<file path="src/rtl/lut_cfg_pkg.sv">
// lut_cfg_pkg: shared state encoding and sizing helpers for the LUT config loader
package lut_cfg_pkg;
    localparam logic [1:0] IDLE = 2'd0;
    localparam logic [1:0] LOAD = 2'd1;
    localparam logic [1:0] ERR  = 2'd2;
    typedef enum logic [1:0] {ST_IDLE = IDLE, ST_LOAD = LOAD, ST_ERR = ERR} state_e;
    function automatic int beats(input int width, input int chunk);
        return width / chunk;
    endfunction
    function automatic int clog2_min1(input int n);
        return (n > 1) ? $clog2(n) : 1;
    endfunction
endpackage

</file>
<file path="src/rtl/lut_cfg_parity_check.sv">
// lut_cfg_parity_check: flags whether a config beat matches its even-parity bit
module lut_cfg_parity_check #(
    parameter int CHUNK = 4
) (
    input  logic [CHUNK-1:0] cfg_data_i,
    input  logic             cfg_parity_i,
    output logic             parity_ok_o
);
    assign parity_ok_o = (^cfg_data_i) == cfg_parity_i;
endmodule

</file>
<file path="src/rtl/lut_config_loader.sv">
// lut_config_loader: assembles a LUT mask from chunked beats; optional LUT_CONFIG_PARITY_EN adds beat parity checking
module lut_config_loader
    import lut_cfg_pkg::*;
#(
    parameter int INPUTS = 4,
    parameter int WIDTH  = 1 << INPUTS,
    parameter int CHUNK  = 4
) (
    input  logic             clk,
    input  logic             rst,
    input  logic             cfg_start,
    input  logic             cfg_abort,
    input  logic [CHUNK-1:0] cfg_data,
    input  logic             cfg_valid,
`ifdef LUT_CONFIG_PARITY_EN
    input  logic             cfg_parity,
    output logic             cfg_error,
`endif
    output logic             cfg_ready,
    output logic [WIDTH-1:0] values,
    output logic             lut_enable,
    output logic             busy,
    output logic             done
);
    localparam int BEATS = beats(WIDTH, CHUNK);
    localparam int CW    = clog2_min1(BEATS);

    state_e           state_q;
    logic [CW-1:0]    beat_cnt_q;
    logic [WIDTH-1:0] values_q;
    logic             lut_enable_q, cfg_ready_q, busy_q, done_q;
    logic             parity_ok, accept, last;

`ifdef LUT_CONFIG_PARITY_EN
    logic cfg_error_q;
    lut_cfg_parity_check #(.CHUNK(CHUNK)) u_parity (
        .cfg_data_i  (cfg_data),
        .cfg_parity_i(cfg_parity),
        .parity_ok_o (parity_ok)
    );
    assign cfg_error = cfg_error_q;
`else
    assign parity_ok = 1'b1;
`endif

    assign accept     = cfg_valid && cfg_ready_q;
    assign last       = beat_cnt_q == CW'(BEATS - 1);
    assign cfg_ready  = cfg_ready_q;
    assign values     = values_q;
    assign lut_enable = lut_enable_q;
    assign busy       = busy_q;
    assign done       = done_q;

    // Load FSM: abort beats everything, a bad beat goes to ERR, the last good beat publishes the mask
    always_ff @(posedge clk or posedge rst) begin
        if (rst) begin
            state_q      <= ST_IDLE;
            beat_cnt_q   <= '0;
            values_q     <= '0;
            lut_enable_q <= 1'b0;
            cfg_ready_q  <= 1'b0;
            busy_q       <= 1'b0;
            done_q       <= 1'b0;
`ifdef LUT_CONFIG_PARITY_EN
            cfg_error_q  <= 1'b0;
`endif
        end else begin
            done_q <= 1'b0;
            case (state_q)
                ST_IDLE: if (cfg_start) begin
                    state_q      <= ST_LOAD;
                    beat_cnt_q   <= '0;
                    lut_enable_q <= 1'b0;
                    cfg_ready_q  <= 1'b1;
                    busy_q       <= 1'b1;
                end
                ST_LOAD: if (cfg_abort) begin
                    state_q     <= ST_IDLE;
                    beat_cnt_q  <= '0;
                    cfg_ready_q <= 1'b0;
                    busy_q      <= 1'b0;
                end else if (accept && !parity_ok) begin
                    state_q     <= ST_ERR;
                    cfg_ready_q <= 1'b0;
                    busy_q      <= 1'b0;
`ifdef LUT_CONFIG_PARITY_EN
                    cfg_error_q <= 1'b1;
`endif
                end else if (accept) begin
                    values_q[beat_cnt_q*CHUNK +: CHUNK] <= cfg_data;
                    if (last) begin
                        state_q      <= ST_IDLE;
                        beat_cnt_q   <= '0;
                        cfg_ready_q  <= 1'b0;
                        busy_q       <= 1'b0;
                        lut_enable_q <= 1'b1;
                        done_q       <= 1'b1;
                    end else begin
                        beat_cnt_q <= beat_cnt_q + 1'b1;
                    end
                end
`ifdef LUT_CONFIG_PARITY_EN
                ST_ERR: if (cfg_start) begin
                    state_q     <= ST_LOAD;
                    beat_cnt_q  <= '0;
                    cfg_ready_q <= 1'b1;
                    busy_q      <= 1'b1;
                    cfg_error_q <= 1'b0;
                end
`endif
                default: state_q <= ST_IDLE;
            endcase
        end
    end
endmodule

</file>
<file path="config.mk">
export PLATFORM = sky130hd
export DESIGN_NAME = lut_config_loader
export DESIGN_NICKNAME = d
export VERILOG_FILES = /design/src/rtl/lut_cfg_pkg.sv /design/src/rtl/lut_cfg_parity_check.sv /design/src/rtl/lut_config_loader.sv
export SDC_FILE = /design/constraint.sdc
export NUM_CORES = 1
export LEC_CHECK = 0
export CAP_MARGIN = 25
export CORE_AREA = 10 10 94 55
export CTS_BUF_LIST = sky130_fd_sc_hd__clkbuf_4 sky130_fd_sc_hd__clkbuf_8
export DETAILED_ROUTE_END_ITERATION = 8
export DIE_AREA = 0 0 104 65
export GPL_TIMING_DRIVEN = 0
export SLEW_MARGIN = 20
export SYNTH_ARGS = -nofsm -noshare
export SYNTH_HDL_FRONTEND = slang
export SYNTH_SLANG_ARGS = --single-unit
</file>
<file path="constraint.sdc">
create_clock -name clk -period 1.52 [get_ports clk]
set_input_delay 0.228 -clock clk [delete_from_list [all_inputs] [get_ports clk]]
set_output_delay 0.228 -clock clk [all_outputs]
set_load 0.005 [all_outputs]
</file>
# --- Word-level counts from Yosys, hierarchy flattened ---
# Cells that the tools add are included.
classes:
  addsub: 2
  n_eq_ne: 8
  n_shift: 2
  mux: 25
  n_bitwise: 1
  reduce_logical: 8
op_table:
  columns: ["cell", "n"]
  rows:
  - ["4-bit negator with 34-bit output", 1]
  - ["4-bit by 34-bit variable shift with 16-bit output (first input constant)", 1]
  - ["4-bit by 34-bit indexed part select with 16-bit output", 1]
  - ["16-bit bitwise mux", 1]
  - ["2-bit 2-to-1 mux", 8]
  - ["1-bit 2-to-1 mux", 12]
  - ["3-bit AND reduction", 3]
  - ["2-bit inequality test (second input constant)", 4]
  - ["2-bit case mux with 2 select lines", 2]
  - ["3-bit inequality test (second input constant)", 2]
  - ["5-bit AND reduction", 1]
  - ["1-bit case mux with 2 select lines", 2]
  - ["4-bit AND reduction", 1]
  - ["2-bit by 1-bit adder with 2-bit output (second input constant)", 1]
  - ["2-bit by 1-bit == test with 1-bit output (second input constant)", 1]
  - ["2-bit == test (second input constant)", 1]
  - ["2-bit zero test", 1]
  - ["2-bit nonzero test", 1]
  - ["1-bit logical AND", 1]
  - ["1-bit inverter", 1]
word_totals:
  ff_bits: 23
  word_cells: 52

# --- Longest topological paths before layout ---
logic_depth:
  word_depth: 5
  ltp_mapped: 5

# --- Worst setup path before layout ---
# OpenSTA, ideal clock, no wires.
synth_timing:
  path_type: "reg-to-reg"
  from: "reg beat_cnt_q[0]"
  to: "reg values_q[4], in the netlist values[4]"
  setup_time_ns: 0.066
  t_arrival_ns: 1.461
  t_required_ns: 1.454
  slack_ns: -0.007
  path_stages_with_launch: 6
  n_path_buf: 0
  period_less_slack_ns: 1.527
  path_cell_list: "dfrtp_1 > inv_1 > ha_1 > nand2_1 > nor4_4 > a22o_1"
synth_via:
  elab_chain_len: 3
synth_lines:
  columns: ["element", "line_no", "rtl"]
  rows:
  - ["start: declaration", "lut_config_loader.sv:29", "logic [CW-1:0] beat_cnt_q;"]
  - ["start signal: assignment", "lut_config_loader.sv:99", "beat_cnt_q <= beat_cnt_q + 1'b1;"]
  - ["4-bit negator with 34-bit output *", "lut_config_loader.sv:90", "values_q[beat_cnt_q*CHUNK +: CHUNK] <= cfg_data;"]
  - ["4-bit by 34-bit indexed part select with 16-bit output / 4-bit by 34-bit variable shift with 16-bit output (equally long branches)", "lut_config_loader.sv:90", null]
  - ["16-bit bitwise mux *", "lut_config_loader.sv:90", null]
  - ["end signal: indexed assignment", "lut_config_loader.sv:90", null]
  - ["end: declaration", "lut_config_loader.sv:30", "logic [WIDTH-1:0] values_q;"]
# Every way passes the cells marked *; elsewhere a longest branch is shown, timed or not.
# A chain may end at the register's enable or synchronous reset.

# --- Worst setup path after layout ---
# Ends and elaborated chain as after synthesis.

==> flow_summary.toml <==
[sta]
fin_tns_setup_ps = 0
hold_violations = 0
finalWorstSetupSlack_ps = 42.96
rsz0062_at_grt = "yes"
fin_crit_sh_pct = 97.17
maxSlewViolCount = 0
fmax_mhz = 677.0
setup_viol = 0
fin_worst_skew_ps = 1.633
fin_crit_ps = 1477
slew_headroom_pct = 44.82
worstMarginPinSlew_ps = 826.7

[yosys]
yosysSeqAreaShare_pct = 49.65
synth_top_area_cell = "dfrtp_1"
netlist_instances = 83
synth_area_leaders = "dfrtp_1, a22o_1, ha_1"
ys_async_sr_fraction_pct = 100.0
synthTopCellsByCount = "dfrtp_1, a22o_1, nand2_1"
netlist_area_um2 = 1059
synth_nets = 98
synth.distinct_cells = 20
ys.flop_type = "dfrtp_1"
synthMostInstantiatedCell = "dfrtp_1"
synth-edff-count = 0
synth_top_area_share_pct = 49.65
avgSynthCellArea_um2 = 12.75
ys_seq_elements = 21
yosys_warnings = 0

[grt]
antenna_found_initial = 0
grt_max_degree = 22
grt_pass1_wl_um = 4409
grt_pass1_vias = 818
globalRouteOverflowTotal = 0
grt_use_total_pct = 8.096

[floorplanning]
fp.dieW_um = 104
die_h_um = 65
rows = 16
io_pins = 29
core_um2 = 3643
initial_utilization_pct = 29.05
die_area_um2 = 6760

[outcome]
status = "completed"

[clock_tree]
hold_buffers = 0
clk_latency_ps = 260
cts_tree = "done"
cts_buffers = 3
htreeDepth = 1
cts_root_buf = "clkbuf_8"
cts_sinks = 21
path_clk_slew_ps = 80
cts.path.max_buffers = 2

[detailed_routing]
dr.pass1.iters = 4
ant_nets = 0
wl_per_cell_um = 15.41
drc = 0
via_per_inst = 4.574
wl_um = 2713
via_count = 805
drtIter0Drc = 40

[placement]
routabilityCongestion = 0.7691
hpwl_um = 1987
place_ws_ps = -253.9
port_buffers = 27

[hold_path]
holdPathEnd = "beat_cnt_q[0]"
worstHoldPathType = "in2reg"
hold_start = "cfg_valid"
hold_depth = 3

[setup_path]
required_ps = 1720
crit_arrival_ps = 1680
reg2regPathDepth = 5
cp_cell_sequence = "inv_4, ha_4, nand2_2, nor4_4, a22o_1"
r2r_start = "beat_cnt_q[0]"
cp-start-kind = "flip-flop"
cpPeakStageDelay_ps = 440
reg2reg_slack_ps = 40
crit_type = "reg2reg"
rr_endpoint = "values[4]"
crit_path_max_fanout = 5
critPathSlowestCell = "dfrtp_2"
endpoint_kind = "flip-flop"

[final_layout]
syn_to_final_growth_pct = 46.22
register_area_um2 = 526.8
multi_input_area_um2 = 533.0
drive_above_1_share_pct = 24.59
diodes = 0
fin_nets = 138
fillers = 357

[run]
cap_viol_max_count = 0

[power]
leakage_nw = 0.7018
ir_drop_mv = 0.3581
power_density_nw_per_um2 = 951.5
per-stage QoR:
stage          util, %  hold slack [ps]  cell area, um^2  instances  power, mW
2_1_floorplan        -            204.5             1071         83     0.8672
4_1_cts          41.31            242.9             1505        172      1.469
3_3_place_gp     38.67            465.3             1409        164      1.032
5_1_grt          42.48            254.5             1548        176      1.567
6_report         42.48            246.2             1548        176      1.473
3_5_place_dp     38.67            471.9             1409        164      1.043
state kept, by name, summed over array words and instances (netlist names):
signal,count
lut_enable,1
state_q,1
values,16
done,1
beat_cnt_q,2
critical path: cells and delay by family, from the launching register on:
kind	cells	cell delay, ps
flops	1	440
simple gates	2	380
fa+ha+maj	1	340
compound gates	1	180
buf+inv	1	80
how the worst max path moves through the flow:
stage / startpoint / end / cells after the start
2_1_floorplan: beat_cnt_q[0] / values[12] / 5
4_1_cts: beat_cnt_q[0] / values[4] / 5
6_report: beat_cnt_q[0] / values[4] / 5
3_3_place_gp: beat_cnt_q[0] / values[15] / 5
5_1_grt: beat_cnt_q[0] / values[6] / 5
3_5_place_dp: beat_cnt_q[0] / values[1] / 5
report_power, final:
group          internal, mW  switching [mW]
logic                 0.244           0.209
clock network         0.183           0.190
registers             0.611          0.0363
per-layer routing:
metal	global-route usage (%)	vias to the layer above	routed length [um]
li1	-	381	-
met1	10.95	403	1343
met2	11.87	19	1207
met3	2.959	2	147
met4	2.069	0	15
met5	0	-	0
cell type report:
class                           instances  share of cell area, %
Clock inverter                          1                 0.3234
Buffer                                  3                  1.940
Clock buffer                            3                  2.668
Sequential cell                        21                  34.03
Timing Repair Buffer                   35                  21.34
Multi-Input combinational cell         56                  34.44
Tap cell                               54                  4.365
Inverter                                3                 0.8893
cell usage in the layout, fill, tap and decap left out, drive strengths merged:
master,netlist,layout
nand2b,3,3
ha,6,6
o21ai,7,7
buf,3,11
o32ai,1,1
a22o,13,13
clkdlybuf4s50,0,27
nor3b,1,1
clkinv,0,1
nor2,3,3
nor4b,1,1
nand4b,4,4
and2,2,2
clkbuf,0,3
mux2i,1,1
dfrtp,21,21
nor4,2,2
nand3,1,1
inv,3,3
nand2,11,11
cell families (layout without fill, tap and decap cells):
group,count (synthesis),in the layout,share of synthesized area (%)
buf+inv,6,45,3.901
flops,21,21,49.65
simple gates,28,28,23.52
mux,1,1,0.9457
compound gates,21,21,14.89
fa+ha+maj,6,6,7.092
repair_timing:
| action | in CTS | in global routing |
|---|---|---|
| setup endpoints to repair | 16 | 16 |
| buffers inserted | 4 | 4 |
| endpoints found under the hold margin | 0 | 0 |
| pin swaps | 3 | 7 |
| resized for setup | 6 | 3 |
Power figures use the tool's default switching activity.
